$ cat config.mk
export PLATFORM = sky130hd
export DESIGN_NAME = nes_pad_emulator
export DESIGN_NICKNAME = d
export VERILOG_FILES = /design/src/rtl/nes_pad_emulator.sv
export SDC_FILE = /design/constraint.sdc
export NUM_CORES = 1
export LEC_CHECK = 0
export ABC_AREA = 1
export BUFFER_PORTS_ARGS = -buffer_cell sky130_fd_sc_hd__buf_2
export CAP_MARGIN = 40
export CELL_PAD_IN_SITES_DETAIL_PLACEMENT = 0
export CELL_PAD_IN_SITES_GLOBAL_PLACEMENT = 1
export CORE_MARGIN = 5
export CORE_UTILIZATION = 36
export DETAILED_ROUTE_END_ITERATION = 16
export PLACE_DENSITY = 0.8
export SLEW_MARGIN = 5
export SYNTH_ARGS = -nofsm -noshare
export SYNTH_HDL_FRONTEND = slang
export SYNTH_SLANG_ARGS = --single-unit
$ cat constraint.sdc
create_clock -name clk -period 1.2 [get_ports clk]
set_input_delay 0.36 -clock clk [delete_from_list [all_inputs] [get_ports clk]]
set_output_delay 0.36 -clock clk [all_outputs]
set_load 0.01 [all_outputs]
$ cat src/rtl/nes_pad_emulator.sv
// Device-side NES pad responder: samples buttons while the host holds latch,
// then presents one active-low bit per accepted rising pulse edge on data.
module nes_pad_emulator #(
    parameter int SYNC_STAGES   = 2,
    parameter int FILTER_CYCLES = 4
) (
    input  logic       clk,
    input  logic       rst,
    input  logic       latch,
    input  logic       pulse,
    input  logic [7:0] buttons,
    output logic       data,
    output logic       busy,
    output logic       frame_done,
    output logic [3:0] shift_count
);

    localparam int         CH_LATCH  = 0;
    localparam int         CH_PULSE  = 1;
    localparam logic [3:0] FILT_LAST = 4'(FILTER_CYCLES - 1);

    typedef enum logic [1:0] {
        ST_IDLE  = 2'd0,
        ST_LOAD  = 2'd1,
        ST_SHIFT = 2'd2,
        ST_DONE  = 2'd3
    } state_t;

    logic [1:0]                  pin_s;
    logic [1:0][SYNC_STAGES-1:0] sync_r;
    logic [1:0]                  sync_s;
    logic [1:0]                  filt_r;
    logic [1:0]                  filt_d_r;
    logic [1:0][3:0]             run_r;
    logic                        latch_rise_s;
    logic                        latch_fall_s;
    logic                        pulse_rise_s;

    state_t                      state_r;
    logic [7:0]                  sr_r;
    logic                        busy_r;
    logic                        frame_done_r;
    logic [3:0]                  shift_count_r;

    assign pin_s[CH_LATCH] = latch;
    assign pin_s[CH_PULSE] = pulse;

    // Metastability chain for both host pins
    always_ff @(posedge clk) begin
        if (rst) begin
            sync_r <= '0;
        end else begin
            for (int i = 0; i < 2; i++) begin
                sync_r[i] <= {sync_r[i][SYNC_STAGES-2:0], pin_s[i]};
            end
        end
    end

    assign sync_s[CH_LATCH] = sync_r[CH_LATCH][SYNC_STAGES-1];
    assign sync_s[CH_PULSE] = sync_r[CH_PULSE][SYNC_STAGES-1];

    // Level filter: a new level must persist for FILTER_CYCLES cycles; any bounce restarts the run
    always_ff @(posedge clk) begin
        if (rst) begin
            filt_r <= 2'b00;
            run_r  <= '0;
        end else begin
            for (int i = 0; i < 2; i++) begin
                if (sync_s[i] != filt_r[i]) begin
                    if (run_r[i] == FILT_LAST) begin
                        filt_r[i] <= sync_s[i];
                        run_r[i]  <= 4'd0;
                    end else begin
                        run_r[i]  <= run_r[i] + 4'd1;
                    end
                end else begin
                    run_r[i] <= 4'd0;
                end
            end
        end
    end

    // Previous filtered levels for edge detection
    always_ff @(posedge clk) begin
        if (rst) begin
            filt_d_r <= 2'b00;
        end else begin
            filt_d_r <= filt_r;
        end
    end

    assign latch_rise_s =  filt_r[CH_LATCH] & ~filt_d_r[CH_LATCH];
    assign latch_fall_s = ~filt_r[CH_LATCH] &  filt_d_r[CH_LATCH];
    assign pulse_rise_s =  filt_r[CH_PULSE] & ~filt_d_r[CH_PULSE];

    // Frame sequencer; a latch rise outranks everything, including a same-cycle pulse edge
    always_ff @(posedge clk) begin
        if (rst) begin
            state_r       <= ST_IDLE;
            sr_r          <= 8'hFF;
            busy_r        <= 1'b0;
            frame_done_r  <= 1'b0;
            shift_count_r <= 4'd0;
        end else begin
            frame_done_r <= 1'b0;
            if (latch_rise_s) begin
                state_r       <= ST_LOAD;
                sr_r          <= ~buttons;
                busy_r        <= 1'b0;
                shift_count_r <= 4'd0;
            end else begin
                case (state_r)
                    ST_IDLE: begin
                        state_r <= ST_IDLE;
                    end
                    ST_LOAD: begin
                        if (latch_fall_s) begin
                            state_r <= ST_SHIFT;
                            busy_r  <= 1'b1;
                        end else if (filt_r[CH_LATCH]) begin
                            sr_r <= ~buttons;
                        end else begin
                            sr_r <= sr_r;
                        end
                    end
                    ST_SHIFT: begin
                        if (pulse_rise_s) begin
                            // Zero shifts in behind the data, so DONE naturally drives 0
                            sr_r          <= {sr_r[6:0], 1'b0};
                            shift_count_r <= shift_count_r + 4'd1;
                            if (shift_count_r == 4'd7) begin
                                frame_done_r <= 1'b1;
                                busy_r       <= 1'b0;
                                state_r      <= ST_DONE;
                            end else begin
                                state_r <= ST_SHIFT;
                            end
                        end else begin
                            state_r <= ST_SHIFT;
                        end
                    end
                    ST_DONE: begin
                        state_r <= ST_DONE;
                    end
                    default: begin
                        state_r       <= ST_IDLE;
                        sr_r          <= 8'hFF;
                        busy_r        <= 1'b0;
                        shift_count_r <= 4'd0;
                    end
                endcase
            end
        end
    end

    assign data        = sr_r[7];
    assign busy        = busy_r;
    assign frame_done  = frame_done_r;
    assign shift_count = shift_count_r;

endmodule

Word level (Yosys, flattened, before mapping) --
Index checks and enable logic that the tools add are counted.
Word-level totals: register bits after elaboration 32, output and inout port bits 7, word-level logic and storage cells 69
Cells by class: add/sub/neg operators 3, eq/ne operators 15, muxes and demuxes 15, bitwise gates (word level) 11, reductions and logical operators 12
Operators by type and width (count):
- 8-bit two-way mux | 4
- 8-bit case mux with 2 select lines | 1
- 4-bit by 1-bit adder with 4-bit output (second input constant) | 3
- 3-bit != test (second input constant) | 4
- 4-bit by 2-bit == test with 1-bit output (second input constant) | 2
- 8-bit inverter | 1
- 2-bit case mux with 4 select lines | 1
- 4-bit AND reduction | 2
- 1-bit inverter | 7
- 1-bit two-way mux | 6
- 2-bit != test (second input constant) | 3
- 2-bit AND reduction | 3
- 3-bit OR reduction | 2
- 2-bit == test (second input constant) | 2
- 4-bit by 3-bit == test with 1-bit output (second input constant) | 1
- 2-bit two-way mux | 2
- 4-bit OR reduction | 1
- 1-bit AND | 3
- 3-bit nonzero test | 1
- 2-bit by 1-bit == test with 1-bit output (second input constant) | 1
- 2-bit logical NOT | 1
- 1-bit != test | 2
- 1-bit case mux with 2 select lines | 1
- 2-bit nonzero test | 1
- 2-bit OR reduction | 1

Longest topological paths before layout --
Gate-level depths: netlist of run 1.
word-level depth 5, mapped depth 9, mapped depth without buffers 9

Worst setup path after synthesis of run 1 --
OpenSTA, ideal clock, no wires.
path kind reg2reg, start register filt_d_r[0], end register sr_r[1], library setup time 123 ps, data arrival time 1140 ps, path slack -63 ps, cell stages (with the launch flop) 9, path buffers 0, cell sequence dfxtp_1 -> inv_1 -> ha_1 -> inv_1 -> nand2_1 -> a21oi_1 -> nor2_4 -> nand2_1 -> nand3_1
On the way: word-level cells in the longest chain between the ends 4
Ends and longest elaborated chain:
- from (decl) | RTL line 33 | logic [1:0] filt_d_r;
- from (signal assigned) | RTL line 88 | filt_d_r <= filt_r;
- 1-bit inverter | RTL line 92 | assign latch_rise_s = filt_r[CH_LATCH] & ~filt_d_r[CH_LATCH];
- 1-bit AND | RTL line 92
- 3-bit != test (no line) or 3-bit nonzero test (tied branches)
- 4-bit AND reduction (no line)
- to (signal assigned) | RTL line 108 | sr_r <= ~buttons;
- to (signal assigned) | RTL line 121 | sr_r <= ~buttons;
- to (signal assigned) | RTL line 123 | sr_r <= sr_r;
- to (decl) | RTL line 40 | logic [7:0] sr_r;
Several ways; a longest one is shown, not always the timed one. A chain may end at the register's enable or synchronous reset.

Worst setup path after layout of run 1 --
start register filt_d_r[0], end register sr_r[7]
The elaborated chain is that of the path after synthesis.

==> reports/metrics.cfg, run 1 <==
[setup_path]
required_ns=1.38
startpoint_type=flop
path_class=reg2reg
worstPathArrival_ns=1.38
critPathMaxFanout=8
critPathCaptureType=flop

[global_routing]
antenna_found_initial=0
grt.overflow.total=0
grt_pass1_vias=1144
grt_start_max_net_pins=12
grt_pass1_wl_um=4680
track_usage_pct=11.3

[clock_tree]
clk_latency_ns=0.29
htreeDepth=2
cts.sinks=32
clockBufferDepth=2
cts-buffers-inserted=5
cts_tree=yes
cts.clk_slew.worst_paths_ns=0.07
root_buffer=clkbuf_8

[pwr]
p_per_area_nw_per_um2=1130
p_leak_nw=1.00
ir_worst_vdd_mv=0.880

[placement]
place_area_um2=1690
place.port_buffers=18
dp_hpwl_um=1970
gp_congestion=0.718

[cells_and_area]
drive_gt1_share_pct=30.2
fin_area_um2=1910
syn2layout_area_growth_pct=32.9
final_nets=261
antenna_cells=0

[status]
status=complete, no violations

[sta]
setup_viol=0
hold_viol=0
setup_tns_ns=0
rsz0062_at_grt=true
fin_crit_ns=1.20
worst_slew_pin_slew_ns=0.236
fmax_ghz=0.833
finalClockSkew_ns=0.00669
maxSlewHeadroom_pct=84.3
period_share_pct=100
slew_violations=0

[floorplan]
dieArea_um2=5360
die_w_um=73.2
core_um2=3940
rows=23
initial_core_util_pct=36.5
fp.dieH_um=73.2
ioPinCount=19

[synth]
async_flop_share_pct=0
synthTopCellsByCount=63 x nand2_1, 38 x inv_1, 32 x dfxtp_1, 22 x nor2_1, 15 x nand3_1
synth_area_um2=1440
synth.avg_cell_area_um2=7.02
synth_ff_type=dfxtp_1
yosys.area.top_type=dfxtp_1
synth_top_area_share_pct=44.5
syn_inst=205
yosys_warnings=0
synth_area_leaders=dfxtp_1 45%, nand2_1 16%, inv_1 9.9%, nor2_1 5.7%, nand3_1 5.2%
synth-seq-area-share_pct=44.5
synth.most_common_cell=nand2_1
synth_edf_count=0
syn_nets=222
ys_ff_latch=32
synth_cell_types=17

[routing]
drc=0
ant_nets=0
vias=1244
drt_pass1_iterations=4
wl_um=2820
post_drt_wl_per_cell_um=9.55
via_per_inst=4.22
drt-initial-drc-count=43

[worst_hold_path]
hold_path.class=in2reg

[run]
drv_cap=0

-- through the flow --
| step | setup slack [ns] | hold WS [ns] | instances | util, % | power (mW) |
|---|---|---|---|---|---|
| finish | 0.000172 | 0.272 | 295 | 48.5 | 2.17 |
| detailed placement | -0.0823 | 0.396 | 285 | 42.9 | 1.17 |
| global placement | -0.0536 | 0.390 | 285 | 42.9 | 1.17 |
| floorplan | 0.0100 | 0.388 | 205 | - | 1.14 |
| global route | -0.0680 | 0.293 | 295 | 48.5 | 2.25 |
| CTS | 0.00613 | 0.265 | 293 | 47.0 | 2.20 |
-- power by group --
group | total, mW | switching (mW) | internal (mW)
clock | 1.02 | 0.411 | 0.614
sequential | 1.07 | 0.00389 | 1.07
combinational | 0.0728 | 0.0382 | 0.0346
-- per-layer routing --
metal | part of all wire (%) | GRT usage, %
met1 | 46 | 12.7
met3 | 5.0 | 3.31
met5 | 0 | 0
met2 | 47 | 19.1
met4 | 2.2 | 6.15
-- cell usage in the layout (no fill, tap or decap), types with 6 or more instances in the layout --
| master | synthesis | final |
|---|---|---|
| nor2_1 | 22 | 22 |
| nand2_1 | 63 | 57 |
| buf_2 | 1 | 16 |
| nand3_1 | 15 | 13 |
| dfxtp_2 | 0 | 7 |
| buf_4 | 0 | 15 |
| inv_1 | 38 | 34 |
| nand2_2 | 2 | 6 |
| a21oi_1 | 7 | 6 |
| dfxtp_1 | 32 | 24 |
-- timing repair --
| item | in CTS | in global routing |
|---|---|---|
| resized for setup | 16 | 15 |
| setup endpoints to repair | 15 | 11 |
| pin swaps | 4 | 16 |
| setup buffers | 2 | 2 |
| hold buffers | 0 | 0 |
-- critical path, cell delays in order, from the launching register on --
cell and delay (ns):
dfxtp_2 0.34, inv_2 0.05, ha_4 0.17, inv_6 0.08, nand2_4 0.07, a21oi_4 0.16
nor2_4 0.09, nand2_1 0.08, nand3_2 0.05
-- worst paths after layout --
path,from,end,slack (ns),cells past startpoint
max,filt_d_r[0]$_SDFF_PP0_,sr_r[7]$_SDFFE_PP1P_,0.0002,8
min,latch,sync_r[0]$_SDFF_PP0_,0.27,3
max reg2reg,filt_d_r[0]$_SDFF_PP0_,sr_r[7]$_SDFFE_PP1P_,0.0002,8
min reg2reg,sync_r[2]$_SDFF_PP0_,sync_r[3]$_SDFF_PP0_,0.41,2
-- registers in the layout, indices dropped and copies added (netlist names) --
register,cells
busy,1
filt_d_r,2
filt_r,2
frame_done,1
run_r,8
shift_count,4
sr_r,8
state_r,2
sync_r,4
-- layout make-up --
| type | count | area [um2] |
|---|---|---|
| multi-input cells | 132 | 712 |
| clock inverters | 3 | 42.5 |
| well taps | 50 | 62.6 |
| clock buffers | 5 | 68.8 |
| inverters | 40 | 158 |
| flip-flops and latches | 32 | 653 |
| repair buffers | 33 | 215 |
| fillers | 386 | 2030 |
-- kinds of logic (layout without fill, tap and decap cells) --
kind of cell | Yosys count | in the layout | synth area share [%]
XOR/XNOR | 5 | 5 | 3.04
flip-flops | 32 | 32 | 44.5
AO/OA/AOI/OAI | 12 | 12 | 4.52
adder cells (fa/ha/maj) | 5 | 5 | 4.35
AND/OR/NAND/NOR | 110 | 110 | 32.8
buffers and inverters | 41 | 81 | 10.8
(Power assumes the default switching activity.)
==> run 2: changes to the inputs <==
Settings changed: ABC_AREA 1 to not set, CORE_UTILIZATION 36 to 38.
==> run 2 against run 1 <==
Net effect:
- the flow now finishes with violations (setup timing)
- global-route usage rose by 2.5 points
- utilization rose by 14 points
- combinational power fell by 10%
- die area fell by 13%
- register-to-register slack got worse by 0.40 ns
- critical path type unchanged
==> reports/metrics.cfg, run 2 <==
[status]
status=finished with violations
violations=setup timing

[setup_path]
required_ns=1.42  ; +0.04 ns
critPathCaptureType=flop
path_class=reg2reg
critPathMaxFanout=8  ; unchanged
startpoint_type=flop
worstPathArrival_ns=1.83  ; +0.45 ns

[cells_and_area]
antenna_cells=0  ; unchanged
drive_gt1_share_pct=58.3  ; +28 points
reg_top3=run_r (8), sr_r (8)
final_cell_mix=19 x dfxtp_1, 19 x buf_4, 15 x buf_2
n_fill_cell=297  ; -23%
fin_cells=221  ; -25%
final_nets=191  ; -27%
syn2layout_area_growth_pct=60.8

[synth]
ys_ff_latch=32  ; unchanged
synth_edf_count=0  ; unchanged
synth_area_um2=1290  ; -11%
synth_top_area_share_pct=49.8  ; +5.3 points
yosys_warnings=0  ; unchanged
synth-seq-area-share_pct=49.8  ; +5.3 points
synth.avg_cell_area_um2=9.82  ; +40%
synth_cell_types=32  ; +15
synth.most_common_cell=dfxtp_1
syn_nets=148  ; -33%
synth_ff_type=dfxtp_1
syn_inst=131  ; -36%
yosys.area.top_type=dfxtp_1
async_flop_share_pct=0  ; unchanged
synthTopCellsByCount=32 x dfxtp_1, 26 x nor2_1, 8 x a211o_1, 7 x a2111oi_0
synth_area_leaders=dfxtp_1 50%, nor2_1 7.6%, a211o_1 5.4%, ha_1 4.9%, a2111oi_0 4.8%

[clock_tree]
clk_latency_ns=0.32  ; +0.03 ns
cts-buffers-inserted=5  ; unchanged
cts.sinks=32  ; unchanged
htreeDepth=2  ; unchanged
cts.clk_slew.worst_paths_ns=0.09  ; +0.02 ns
clockBufferDepth=2  ; unchanged
hold_buffers=0  ; unchanged
cts_tree=yes
root_buffer=clkbuf_4

[routing]
drt_pass1_iterations=2  ; -2
via_per_inst=4.81  ; +14%
drc=0  ; unchanged
wl_um=2780  ; -1.4%
vias=1062  ; -15%
drt-initial-drc-count=29  ; -33%
ant_nets=0  ; unchanged
post_drt_wl_per_cell_um=12.6  ; +32%

[sta]
slew_violations=0  ; unchanged
maxSlewHeadroom_pct=82.6  ; -1.6 points
finalClockSkew_ns=0.00661  ; -0.0000885 ns
rsz0062_at_grt=true
layout_setup_ws_ns=-0.403  ; -0.403 ns
period_share_pct=134  ; +34 points
fmax_ghz=0.624  ; -25%
hold_viol=0  ; unchanged
fin_hold_ws_ns=0.243  ; -0.0296 ns
setup_viol=10  ; +10
worst_slew_pin_slew_ns=0.259  ; +0.0230 ns
fin_crit_ns=1.60  ; +0.403 ns

[floorplan]
ioPinCount=19  ; unchanged
rows=21  ; -8.7%
core_um2=3310  ; -16%
dieArea_um2=4650  ; -13%
initial_core_util_pct=38.9  ; +2.4 points
fp.dieH_um=68.2  ; -6.9%
die_w_um=68.2  ; -6.9%

[placement]
gp_congestion=0.834  ; +16%
place.port_buffers=18  ; unchanged
placed_cells=207  ; -27%
dp_hpwl_um=1850  ; -5.9%

[pwr]
p_per_area_nw_per_um2=852  ; -25%
p_leak_nw=0.714  ; -29%
ir_worst_vdd_mv=0.671  ; -24%

[global_routing]
track_usage_pct=13.8  ; +2.5 points
grt.overflow.total=0  ; unchanged
grt_pass1_vias=1079  ; -5.7%
grt_pass1_wl_um=4670  ; -0.15%
grt_start_max_net_pins=13  ; +1
antenna_found_initial=0  ; unchanged

[run]
drv_cap=0  ; unchanged

[worst_hold_path]
hold_path.class=in2reg

-- run 2: final timing paths --
path	from	to	slack [ns]	cells past startpoint
hold / removal	pulse	sync_r[2]$_SDFF_PP0_	0.24	2
setup reg to reg	filt_d_r[0]$_SDFF_PP0_	sr_r[4]$_SDFFE_PP1P_	-0.40	7
hold reg to reg	sync_r[0]$_SDFF_PP0_	sync_r[1]$_SDFF_PP0_	0.44	1
setup / recovery	filt_d_r[0]$_SDFF_PP0_	sr_r[4]$_SDFFE_PP1P_	-0.40	7
-- run 2: metal layers --
metal | GRT usage, % | vias to the layer above | wire, um
met5 | 0 | - | 0
met1 | 15.1 | 503 | 1150
met3 | 5.42 | 2 | 117
met4 | 7.44 | 0 | 33
li1 | - | 542 | -
met2 | 23.0 | 15 | 1470
-- run 2: stage by stage --
step / utilization, % / cell area (um2) / setup TNS (ns) / worst slack, ns / power [mW]
finish: 62.5 / 2070 / -3.22 / -0.403 / 1.76
global route: 62.5 / 2070 / -4.26 / -0.458 / 1.85
CTS: 59.1 / 1960 / -3.30 / -0.411 / 1.79
detailed placement: 49.3 / 1630 / -3.97 / -0.468 / 1.15
global placement: 49.3 / 1630 / -3.50 / -0.430 / 1.15
floorplan: - / 1390 / -3.66 / -0.465 / 1.12
-- run 2: final cells by class --
class	instances	area [um2]	area share (%)
Multi-Input combinational cell	88	943	45.6
Sequential cell	32	664	32.1
Timing Repair Buffer	42	325	15.7
Tap cell	46	57.6	2.78
Inverter	5	18.8	0.907
Clock buffer	8	58.8	2.84
-- run 2: report_power, final --
| part | total [mW] | switching [mW] | internal [mW] |
|---|---|---|---|
| logic | 0.0653 | 0.0357 | 0.0296 |
| registers | 1.07 | 0.00491 | 1.06 |
| clock network | 0.630 | 0.341 | 0.289 |
| total | 1.76 | 0.381 | 1.38 |
-- run 2: worst max-delay path, stage by stage, from the launching register on --
cell and delay (ns):
dfxtp_2 0.35, inv_2 0.05, ha_4 0.14, or3b_4 0.41
buf_12 0.17, nor2_4 0.10, a2111oi_4 0.06, a211o_1 0.22
-- run 2: kinds of logic after synthesis --
logic type               Yosys count  share of synthesized area, %
XOR/XNOR                           9                          6.13
buffers and inverters             11                          3.99
multiplexers                       2                          1.56
flip-flops                        32                          49.8
adder cells (fa/ha/maj)            5                          4.86
AO/OA/AOI/OAI                     22                          13.4
AND/OR/NAND/NOR                   50                          20.2
-- run 2: timing repair --
action | CTS | global route
pin swaps | 22 | 10
buffers inserted | 4 | 3
resized for setup | 50 | 23
setup endpoints to repair | 27 | 29
==> run 3: changes to the inputs <==
Settings changed: RECOVER_POWER set to 100.
==> run 3 against run 2 <==
Net effect:
- the flow still finishes with violations (setup timing)
- final area is 1.4% lower
- flip-flop and latch count stayed put
- clock power hardly changed
- critical endpoint unchanged
- total power fell by 0.19%
- combinational power decreased by 3%
- die area did not move
- first-iteration DRC count shrank 14%
- fmax barely moved
- largest cell class unchanged
- non-clock buffer count unchanged
- worst setup slack worse by 0.00090 ns
- sequential share of layout area up 0.45 points
- critical path type unchanged
==> reports/metrics.cfg, run 3 (synthesis results as in run 2) <==
[routing]
post_drt_wl_per_cell_um=12.6  ; +0.18%
ant_nets=0  ; unchanged
drt_pass1_iterations=2  ; unchanged
vias=1057  ; -0.47%
via_per_inst=4.78  ; -0.47%
wl_um=2780  ; +0.18%
drc=0  ; unchanged
drt-initial-drc-count=25  ; -14%

[cells_and_area]
post-route-util_pct=61.6  ; -0.87 points
final_nets=191  ; unchanged
seqCellArea_um2=664  ; unchanged
syn2layout_area_growth_pct=58.6
fin_cells=221  ; unchanged
reg_top3=run_r (8), sr_r (8)
final_common_cell=dfxtp_1
multi_input_area_um2=930  ; -1.5%
final_cell_mix=19 x dfxtp_1, 17 x buf_4, 13 x buf_2
antenna_cells=0  ; unchanged
fin_area_um2=2040  ; -1.4%
n_fill_cell=302  ; +1.7%
drive_gt1_share_pct=56.0  ; -2.3 points

[sta]
setup_viol=14  ; +4
worst_slew_pin_slew_ns=0.386  ; +0.128 ns
finalClockSkew_ns=0.00659  ; -0.0000109 ns
layout_setup_ws_ns=-0.404  ; -0.000902 ns
hold_viol=0  ; unchanged
rsz0062_at_grt=true
slew_violations=0  ; unchanged
fmax_ghz=0.624  ; about the same
maxSlewHeadroom_pct=74.2  ; -8.4 points
period_share_pct=134  ; about the same
fin_crit_ns=1.60  ; +0.000902 ns

[floorplan]
core_um2=3310  ; unchanged
fp.dieH_um=68.2  ; unchanged
initial_core_util_pct=38.9  ; unchanged
die_w_um=68.2  ; unchanged
dieArea_um2=4650  ; unchanged
ioPinCount=19  ; unchanged
rows=21  ; unchanged

[worst_hold_path]
min_from=pulse
hold-path-cell-count=2  ; unchanged
hold_path.class=in2reg

[pwr]
ir_worst_vdd_mv=0.666  ; -0.76%
power_frac_seq_pct=60.6  ; about the same
p_sw_uw=380  ; -0.38%
p_int_mw=1.38  ; -0.13%
power.share.clock_pct=35.7  ; about the same
p_leak_nw=0.700  ; -2.0%
p_sw_share_pct=21.6  ; -0.042 points
pwr-share-comb_pct=3.6  ; about the same
p_per_area_nw_per_um2=863  ; +1.2%

[setup_path]
critPathMaxFanout=8  ; unchanged
crit_start=filt_d_r[0]$_SDFF_PP0_
r2r-start=filt_d_r[0]$_SDFF_PP0_
worstPathArrival_ns=1.83  ; about the same
path_class=reg2reg
required_ns=1.42  ; about the same
startpoint_type=flop
r2r_cells=7  ; unchanged
critPathCaptureType=flop

[global_routing]
grt_pass1_vias=1079  ; unchanged
grt_pass1_wl_um=4670  ; unchanged
antenna_found_initial=0  ; unchanged
grt_start_max_net_pins=13  ; unchanged
track_usage_pct=13.8  ; unchanged
grt.overflow.total=0  ; unchanged

[placement]
dp_hpwl_um=1850  ; unchanged
place_area_um2=1630  ; unchanged
placed_cells=207  ; unchanged
place.port_buffers=18  ; unchanged
gp_congestion=0.834  ; unchanged

[clock_tree]
cts.clk_slew.worst_paths_ns=0.09  ; about the same
cts.sinks=32  ; unchanged
cts-buffers-inserted=5  ; unchanged
clk_latency_ns=0.32  ; about the same
hold_buffers=0  ; unchanged
root_buffer=clkbuf_4
htreeDepth=2  ; unchanged
cts_tree=yes
clockBufferDepth=2  ; unchanged

[status]
violations=setup timing
status=finished with violations

[run]
drv_cap=0  ; unchanged

run 3: cell types whose count changed in the layout (fill, tap and decap cells not counted), moves of 2 or more:
cell / change
clkbuf_1: +3
buf_2: -2
buf_4: -2
clkbuf_2: +2
run 3: stage by stage:
step | total power [mW] | hold slack, ns | TNS (ns) | worst slack, ns
finish | 1.76 | 0.245 | -3.28 | -0.404
global route | 1.85 | 0.226 | -4.42 | -0.458
CTS | 1.79 | 0.229 | -3.30 | -0.411
floorplan | 1.12 | 0.414 | -3.66 | -0.465
detailed placement | 1.15 | 0.428 | -3.97 | -0.468
global placement | 1.15 | 0.420 | -3.50 | -0.430
run 3: final timing paths:
kind | slack (ns) | end
max reg2reg | -0.40 | sr_r[4]$_SDFFE_PP1P_
min reg2reg | 0.44 | sync_r[1]$_SDFF_PP0_
min | 0.24 | sync_r[2]$_SDFF_PP0_
max | -0.40 | sr_r[4]$_SDFFE_PP1P_
run 3: routing by layer:
metal	GRT usage (%)	vias up	part of all wire, %
li1	-	541	-
met1	15.1	498	41
met2	23.0	16	53
met3	5.42	2	4.3
met4	7.44	0	1.2
met5	0	-	0
run 3: timing repair:
| item | CTS | global route |
|---|---|---|
| buffers inserted | 4 | 3 |
| endpoints found under the setup margin | 27 | 29 |
| gates resized for setup | 50 | 23 |
| pin swaps | 22 | 10 |
run 3: power groups by stage:
| stage | logic, mW | clock network, mW | registers, mW |
|---|---|---|---|
| 4_1_cts | 0.0624 | 0.655 | 1.07 |
| 2_1_floorplan | 0.0238 | 0 | 1.10 |
| 3_3_place_gp | 0.0520 | 0 | 1.10 |
| 5_1_grt | 0.0701 | 0.710 | 1.07 |
| 6_report | 0.0636 | 0.629 | 1.07 |
| 3_5_place_dp | 0.0534 | 0 | 1.10 |
run 3: layout make-up:
class	instances	area share, %
clock buffer	8	2.88
multi-input combinational	88	45.6
timing repair buffer	42	15.2
inverter	5	0.920
sequential	32	32.6
tap	46	2.82
run 3: critical path, cell delays in order, from the launching register on:
cell and delay (ns):
dfxtp_2 0.35, inv_2 0.05, ha_4 0.14, or3b_4 0.41, buf_12 0.17, nor2_4 0.10, a2111oi_4 0.06, a211o_1 0.22
